<file path="config.mk">
export PLATFORM = sky130hd
export DESIGN_NAME = cpu_boot_sequencer
export DESIGN_NICKNAME = d
export VERILOG_FILES = /design/src/rtl/cpu_pkg.sv /design/src/rtl/boot_addr_counter.sv /design/src/rtl/cpu_boot_sequencer.sv
export SDC_FILE = /design/constraint.sdc
export NUM_CORES = 1
export LEC_CHECK = 0
export ABC_AREA = 0
export CELL_PAD_IN_SITES_DETAIL_PLACEMENT = 1
export CELL_PAD_IN_SITES_GLOBAL_PLACEMENT = 2
export CORE_ASPECT_RATIO = 0.6
export CORE_MARGIN = 2
export CORE_UTILIZATION = 36
export CTS_BUF_LIST = sky130_fd_sc_hd__clkbuf_4
export CTS_CLUSTER_SIZE = 30
export DETAILED_ROUTE_END_ITERATION = 6
export GPL_TIMING_DRIVEN = 0
export HOLD_SLACK_MARGIN = 0.1
export PLACE_DENSITY_LB_ADDON = 0.1
export SYNTH_ARGS = -nofsm -noshare
export SYNTH_HDL_FRONTEND = slang
export SYNTH_HIERARCHICAL = 1
export SYNTH_SLANG_ARGS = --single-unit
</file>
<file path="constraint.sdc">
create_clock -name clk -period 4.43 [get_ports clk]
set_input_delay 0.886 -clock clk [delete_from_list [all_inputs] [get_ports clk]]
set_output_delay 0.886 -clock clk [all_outputs]
set_load 0.005 [all_outputs]
</file>
<file path="src/rtl/cpu_pkg.sv">
// Shared definitions for the boot sequencer: FSM state encodings and default widths.
package cpu_pkg;

  localparam int DEF_ADD_WIDTH  = 7;
  localparam int DEF_DATA_WIDTH = 8;
  localparam int DEF_CYC_WIDTH  = 16;

  typedef enum logic [1:0] {
    ST_IDLE = 2'd0,
    ST_LOAD = 2'd1,
    ST_RUN  = 2'd2,
    ST_STOP = 2'd3
  } boot_state_e;

endpackage

</file>
<file path="src/rtl/boot_addr_counter.sv">
// Program-load byte counter: write address plus remaining-bytes count with a last-byte flag.
module boot_addr_counter
  import cpu_pkg::*;
#(
  parameter int ADD_WIDTH = DEF_ADD_WIDTH
) (
  input  logic                 clk,
  input  logic                 rst_n,
  input  logic                 i_start,
  input  logic [ADD_WIDTH:0]   i_len,
  input  logic                 i_advance,
  output logic [ADD_WIDTH-1:0] o_addr,
  output logic                 o_last
);

  localparam logic [ADD_WIDTH:0] FULL_LEN = {1'b1, {ADD_WIDTH{1'b0}}};

  logic [ADD_WIDTH-1:0] r_addr;
  logic [ADD_WIDTH:0]   r_remaining;

  // A zero length means a full-depth load; remaining never underflows, so the
  // address cannot run past the top of program memory within one load.
  always_ff @(posedge clk or negedge rst_n) begin
    if (!rst_n) begin
      r_addr      <= '0;
      r_remaining <= '0;
    end else if (i_start) begin
      r_addr      <= '0;
      r_remaining <= (i_len == '0) ? FULL_LEN : i_len;
    end else if (i_advance && (r_remaining != '0)) begin
      r_addr      <= r_addr + ADD_WIDTH'(1);
      r_remaining <= r_remaining - (ADD_WIDTH+1)'(1);
    end
  end

  assign o_addr = r_addr;
  assign o_last = (r_remaining == (ADD_WIDTH+1)'(1));

endmodule

</file>
<file path="src/rtl/cpu_boot_sequencer.sv">
// Boot sequencer for the RISC-V core: loads program bytes, then runs the core for a bounded
// or free-running number of cycles. Define BOOT_CHECKSUM_EN to add the XOR checksum output.
module cpu_boot_sequencer
  import cpu_pkg::*;
#(
  parameter int ADD_WIDTH  = DEF_ADD_WIDTH,
  parameter int DATA_WIDTH = DEF_DATA_WIDTH,
  parameter int CYC_WIDTH  = DEF_CYC_WIDTH
) (
  input  logic                  clk,
  input  logic                  rst_n,
  input  logic                  load_start,
  input  logic [ADD_WIDTH:0]    load_len,
  input  logic                  run_start,
  input  logic [CYC_WIDTH-1:0]  run_cycles,
  input  logic                  halt,
  input  logic                  in_valid,
  input  logic [DATA_WIDTH-1:0] in_data,
  output logic                  in_ready,
  output logic                  pm_wr_en,
  output logic [ADD_WIDTH-1:0]  pm_addr,
  output logic [DATA_WIDTH-1:0] pm_wdata,
  output logic                  cpu_rst,
  output logic [1:0]            state,
  output logic                  loaded,
  output logic                  done,
  output logic [CYC_WIDTH-1:0]  cycle_count
`ifdef BOOT_CHECKSUM_EN
  ,
  output logic [DATA_WIDTH-1:0] checksum
`endif
);

  localparam logic [CYC_WIDTH-1:0] CYC_MAX = '1;

  boot_state_e r_state;
  boot_state_e w_next_state;

  logic                  w_accept;
  logic                  w_last;
  logic                  w_load_go;
  logic                  w_run_go;
  logic                  w_load_fin;
  logic                  w_budget_hit;
  logic [ADD_WIDTH-1:0]  w_addr;

  logic                  r_pm_wr_en;
  logic [ADD_WIDTH-1:0]  r_pm_addr;
  logic [DATA_WIDTH-1:0] r_pm_wdata;
  logic                  r_loaded;
  logic                  r_load_done;
  logic [CYC_WIDTH-1:0]  r_cycle_count;
  logic [CYC_WIDTH-1:0]  r_run_budget;

  // Commands are only honoured in IDLE, and halt outranks both of them there.
  assign w_accept     = in_valid && (r_state == ST_LOAD);
  assign w_load_go    = (r_state == ST_IDLE) && !halt && load_start;
  assign w_run_go     = (r_state == ST_IDLE) && !halt && !load_start && run_start && r_loaded;
  assign w_load_fin   = w_accept && w_last && !halt;
  assign w_budget_hit = (r_run_budget != '0) &&
                        (r_cycle_count == r_run_budget - CYC_WIDTH'(1));

  boot_addr_counter #(
    .ADD_WIDTH (ADD_WIDTH)
  ) u_addr_counter (
    .clk       (clk),
    .rst_n     (rst_n),
    .i_start   (w_load_go),
    .i_len     (load_len),
    .i_advance (w_accept),
    .o_addr    (w_addr),
    .o_last    (w_last)
  );

  always_ff @(posedge clk or negedge rst_n) begin
    if (!rst_n) r_state <= ST_IDLE;
    else        r_state <= w_next_state;
  end

  always_comb begin
    // NOTE: default assignment first keeps this block purely combinational (no latch).
    w_next_state = r_state;
    unique case (r_state)
      ST_IDLE: begin
        if (w_load_go)     w_next_state = ST_LOAD;
        else if (w_run_go) w_next_state = ST_RUN;
      end
      ST_LOAD: begin
        if (halt)            w_next_state = ST_STOP;
        else if (w_load_fin) w_next_state = ST_IDLE;
      end
      ST_RUN: begin
        if (halt || w_budget_hit) w_next_state = ST_STOP;
      end
      ST_STOP: w_next_state = ST_IDLE;
      default: w_next_state = ST_IDLE;
    endcase
  end

  always_comb begin
    in_ready = (r_state == ST_LOAD);
    cpu_rst  = (r_state != ST_RUN);
    done     = (r_state == ST_STOP) || r_load_done;
    state    = r_state;
  end

  // NOTE: non-blocking assignments so every register here samples pre-edge values.
  always_ff @(posedge clk or negedge rst_n) begin
    if (!rst_n) begin
      r_pm_wr_en    <= 1'b0;
      r_pm_addr     <= '0;
      r_pm_wdata    <= '0;
      r_loaded      <= 1'b0;
      r_load_done   <= 1'b0;
      r_cycle_count <= '0;
      r_run_budget  <= '0;
    end else begin
      r_pm_wr_en  <= w_accept;
      r_load_done <= w_load_fin;
      if (w_accept) begin
        r_pm_addr  <= w_addr;
        r_pm_wdata <= in_data;
      end
      if (w_load_go)       r_loaded <= 1'b0;
      else if (w_load_fin) r_loaded <= 1'b1;
      // The count is held through STOP and IDLE so the last run length stays visible.
      if (w_run_go) begin
        r_cycle_count <= '0;
        r_run_budget  <= run_cycles;
      end else if ((r_state == ST_RUN) && (r_cycle_count != CYC_MAX)) begin
        r_cycle_count <= r_cycle_count + CYC_WIDTH'(1);
      end
    end
  end

  assign pm_wr_en    = r_pm_wr_en;
  assign pm_addr     = r_pm_addr;
  assign pm_wdata    = r_pm_wdata;
  assign loaded      = r_loaded;
  assign cycle_count = r_cycle_count;

`ifdef BOOT_CHECKSUM_EN
  logic [DATA_WIDTH-1:0] r_checksum;

  always_ff @(posedge clk or negedge rst_n) begin
    if (!rst_n)         r_checksum <= '0;
    else if (w_load_go) r_checksum <= '0;
    else if (w_accept)  r_checksum <= r_checksum ^ in_data;
  end

  assign checksum = r_checksum;
`else
  // Default build carries no checksum state.
`endif

endmodule
</file>
* Yosys cells after proc, flatten, opt, wreduce, memory -nomap -nowiden *
Cells that the tools add are included.

storage, ports and cells
  register bits = 67
  input port bits = 38
  output and inout port bits = 38
  word-level logic and storage cells = 62

cells by class
  add/sub/neg operators = 4
  eq/ne operators = 10
  mux-type cells = 15
  reductions and logical operators = 23

operator list
  operator                                                                  number
  16-bit 2-to-1 mux                                                         2
  8-bit 2-to-1 mux                                                          3
  16-bit by 1-bit adder with 16-bit output (second input constant)          1
  16-bit == test                                                            1
  16-bit inequality test (second input constant)                            1
  16-bit nonzero test                                                       1
  16-bit by 1-bit subtractor with 16-bit output (second input constant)     1
  7-bit 2-to-1 mux                                                          2
  1-bit logical AND                                                         11
  2-bit 2-to-1 mux                                                          5
  8-bit by 1-bit == test with 1-bit output (second input constant)          1
  8-bit logical NOT                                                         1
  2-bit one-hot mux with 4 select lines                                     1
  8-bit nonzero test                                                        1
  8-bit by 1-bit subtractor with 8-bit output (second input constant)       1
  7-bit by 1-bit adder with 7-bit output (second input constant)            1
  3-bit by 2-bit inequality test with 1-bit output (second input constant)  2
  2-bit nonzero test                                                        3
  2-bit == test (second input constant)                                     2
  2-bit inequality test (second input constant)                             2
  3-bit AND reduction                                                       1
  2-bit by 1-bit == test with 1-bit output (second input constant)          1
  1-bit logical NOT                                                         2
  2-bit logical NOT                                                         1
  other kinds (2)                                                           4

* Logic depth before layout (Yosys ltp) *
  depth after elaboration = 8
  depth in mapped cells = 10

* Cells and area by module *
Netlist, hierarchy kept.

modules (own cells, without submodules)
  module              instances  cells each  area an instance (µm²)  sequential area each (µm²)
  cpu_boot_sequencer  1          275         2847.7                  1301.2
  boot_addr_counter   1          90          930.9                   375.4

* Worst setup path before layout *
OpenSTA, ideal clock, no wires.

  path kind = input port to flip-flop
  start = in in_valid
  end = reg u_addr_counter.r_remaining[5]
  library setup time = 0.125 ns
  arrival time = 2.469 ns
  required time = 4.305 ns
  path slack = 1.836 ns
  cell stages on the path = 8
  path buffers = 2
  cells stage by stage = nand2_1 clkbuf_1 inv_1 buf_4 or3b_2 nor3_1 xor2_1 mux2_2

on the way
  cells in the longest elaborated chain, start to end = 3

RTL lines
  element                              line                      RTL
  start, declared                      cpu_boot_sequencer.sv:17  input logic in_valid,
  1-bit logical AND                    cpu_boot_sequencer.sv:56  assign w_accept = in_valid && (r_state == ST_LOAD);
  net w_accept                         cpu_boot_sequencer.sv:39  logic w_accept;
  1-bit logical AND                    boot_addr_counter.sv:30   end else if (i_advance && (r_remaining != '0)) begin
  2-bit nonzero test (no source line)  n/a
  end signal, assigned                 boot_addr_counter.sv:29   r_remaining <= (i_len == '0) ? FULL_LEN : i_len;
  end signal, assigned                 boot_addr_counter.sv:32   r_remaining <= r_remaining - (ADD_WIDTH+1)'(1);
  end, declared                        boot_addr_counter.sv:19   logic [ADD_WIDTH:0] r_remaining;

The timed path passes the listed nets, and every way through them passes these cells.
A chain may end at the register's enable or synchronous reset.

* Worst setup path in the final report *
  start = reg r_state[0] (netlist: state[0])
  end = reg u_addr_counter.r_remaining[5]

on the way
  cells in the longest elaborated chain, start to end = 4
  elaborated cells between the ends (all ways) = 8

RTL lines
  element                                   line                      RTL
  start, declared                           cpu_boot_sequencer.sv:36  boot_state_e r_state;
  start signal, assigned                    cpu_boot_sequencer.sv:77  else r_state <= w_next_state;
  2-bit by 1-bit == test with 1-bit output  cpu_boot_sequencer.sv:56
  1-bit logical AND                         cpu_boot_sequencer.sv:56
  net w_accept                              cpu_boot_sequencer.sv:39
  1-bit logical AND                         boot_addr_counter.sv:30
  2-bit nonzero test (no source line)       n/a

The timed path passes the listed nets, and every way through them passes these cells.

==> impl_results.md <==
- Reg-to-reg slack, setup: ~1200 ps
- P per Cell Area: 555 nW/um^2
- Post-layout nets: slightly below 500
- CP endpoint kind: flop
- EDFF count, synth: 0
- Synth Cell Area: 3780 sq um
- Worst setup path class: reg2reg
- # setup viols final: 0
- Status: finished, final reports clean
- Antenna Nets Post-Route: 0
- Min-Delay Path Depth: 1
- Top_reg_cell synth: dfrtp_1
- Largest net degree at the start of global routing: 68
- Clock tree from TritonCTS: built
- Number of port buffers: between 70 and 80
- Insertion delay to the later sink of the worst-skew pair: 430 ps
- Syn nets: 410
- Syn avg cell area: 10.4 sq um
- Slew Viols, Final: 0
- Core Util, Final: between 40% and 50%
- Top cell type's share of synthesized area: 44.4%
- Drt wl/cell: 17.7 microns
- FF-to-FF End: u_addr_counter/r_remaining[5]$_DFFE_PN0P_
- Pleak: about 2.0 nW
- Area contributors post-synth: dfrtp_1 44%, mux2_2 9.5%, xnor2_1 7.0%, nor2_1 3.3%, xor2_1 2.5%
- Antenna fix cells: 0
- Crit path DAT: 3520 ps
- Area share of xor/xnor cells in the synthesized design: 9.50%
- Slack of the critical path: 1220 ps
- First-pass GRT wire length: 17100 microns
- Mux cell area share after synthesis: around 11%
- Worst Hold End: pm_wdata[6]$_DFFE_PN0P_
- Number of gates resized after cts: 0
- RSZ-0062 raised after global routing: no
- Slew HR: 32.9%
- Initial antenna violation count: 0
- Clock Pin Slew Worst Setup and Hold Paths: 110 ps
- Post-route setup TNS: 0 ps
- Total wire length: 10400 microns
- Syn Inst Count: 365
- CTS sink cnt: 67
- Yosys top cell by area: dfrtp_1
- Critical path data required time: approximately 4700 ps
- Drt first pass iters: 4
- Hold path start: pm_wdata[6]$_DFFE_PN0P_
- Post-CTS setup buffer count: 0
- Layout Skew: 22.6 ps
- Synthesis-to-layout area growth: 28.6%
- Via count: 3073
- Critical path startpoint category: flop
- Final hold vios: 0
- Ys Warns: 6
- CTS root buf: clkbuf_4
- Synth Area in Adders: 2.32%
- Largest family of logic cells by synthesized area: simple AND/OR/NAND/NOR gates
- Number of CTS-inserted buffers: 9
- Die height: roughly 83 microns
- Total track usage: a little under 20%
- Total Die Area: 11400 sq um
- Fin crit period: 3210 ps
- Maximum fanout along the worst path: 10
- Vias in the first global route: 3228
- Worst Setup SP: state[0]$_DFFE_PN0P_
- Worst vdd ir: 190 uV
- Vias/cell: 5.20
- Post-Place Worst Slack: 925 ps
- Row count: 28
- Max frequency: 311 MHz
- Hold-fix buffers, CTS: 0
- Register area share after synthesis: 44.4%
- Reg2Reg Depth: 10
- Starting DRT DRC Count: 113
- Core area: roughly 10000 sq um
- Synth Area in Compound Gates: 9.67%
- Clock buffer depth: 2
- Crit share post-route: 72.5%
- Routability cong.: 0.798
- Total I/O pin count: 76
- Max cap viols: 0
- DP HPWL: 7880 microns
- Starting Density: 37.7%
- Die X: 136 microns
- Count leader, synth: dfrtp_1
- FF-to-FF Start: state[0]$_DFFE_PN0P_
- Ys async rst share: between 90% and 100%
- Total grt overflow: 0
- Distinct cells, synth: 58
- Hold Path Class: reg2reg
- Post-synthesis simple-gate area fraction: 20.1%
- Worst Max-Slew Pin Slew: 999 ps
- Share of cells above drive strength 1: between 10% and 20%
- DRC viols: 0
- Top post-synthesis cells by count: 67 x dfrtp_1, 33 x nor2_1, 32 x mux2_2, 30 x xnor2_1, 24 x nand2_1
- H-Tree Depth: 3
- Register bit total from synthesis: between 60 and 70
## worst max path at each step
| stage | end | depth (start not counted) |
|---|---|---|
| 2_1_floorplan | u_addr_counter/r_remaining[5]$_DFFE_PN0P_ | 8 |
| 3_3_place_gp | cycle_count[12]$_DFFE_PN0P_ | 1 |
| 3_5_place_dp | u_addr_counter/r_remaining[5]$_DFFE_PN0P_ | 9 |
| 4_1_cts | u_addr_counter/r_remaining[5]$_DFFE_PN0P_ | 10 |
| 5_1_grt | u_addr_counter/r_remaining[5]$_DFFE_PN0P_ | 10 |
| 6_report | u_addr_counter/r_remaining[5]$_DFFE_PN0P_ | 10 |
## critical path: stages, from the launching register on
cell and delay [ps]:
dfrtp_1 400, clkbuf_1 340, nor2b_1 330, nand2_1 310, clkbuf_1 330, inv_1 130
buf_4 170, or3b_2 500, nor3_1 220, xor2_1 110, mux2_2 270
## flip-flops by register name, summed over array words and instances, names as in the netlist
register                    count
pm_addr                         7
state                           2
loaded                          1
r_run_budget                   16
u_addr_counter/o_addr           7
u_addr_counter/r_remaining      8
cycle_count                    16
r_load_done                     1
pm_wr_en                        1
pm_wdata                        8
## where the power goes
group	total [mW]	internal [mW]	switching (mW)	leakage [nW]
clock	0.482	0.236	0.245	0.0846
sequential	1.05	0.797	0.252	0.830
combinational	1.17	0.626	0.540	1.11
## per-stage QoR
step	instances	hold slack, ps	total power [mW]	area, sq um
after floorplan	365	495	1.68	3780
after global placement	575	485	2.19	4700
after detailed placement	575	494	2.23	4700
after CTS	591	522	2.72	4860
after global routing	591	540	2.90	4860
final	591	517	2.70	4860
## routing by layer
metal	track usage [%]	vias up	share of wire (%)
met4	5.68	0	1.8
met1	30.3	1497	55
li1	-	1482	-
met3	5.80	15	5.2
met5	0	-	0
met2	25.4	79	38
## cell families after synthesis
family	Yosys count
simple gates	133
mux	38
fa+ha+maj	7
flops	67
compound gates	53
xor+xnor	41
buf+inv	26
## final cells by class
class | count | area (sq um)
buffer | 14 | 63.8
clock buffer | 10 | 75.1
clock inverter | 6 | 88.8
fill | 1132 | 5160
inverter | 12 | 45.0
multi-input combinational | 272 | 1990
sequential | 67 | 1680
tap | 135 | 169
timing repair buffer | 75 | 748
## cells in the final DEF, fill, tap and decap left out, types with 11 or more instances in the layout
cell type | synthesis | routed
dfrtp_1 | 67 | 67
nor2_1 | 33 | 33
xnor2_1 | 30 | 30
nor3_1 | 13 | 13
xor2_1 | 11 | 11
inv_1 | 12 | 12
nand2_1 | 24 | 24
a21oi_1 | 18 | 18
mux2_2 | 32 | 32
clkdlybuf4s50_1 | 0 | 74
No activity file was read; power rests on OpenSTA's default activity.
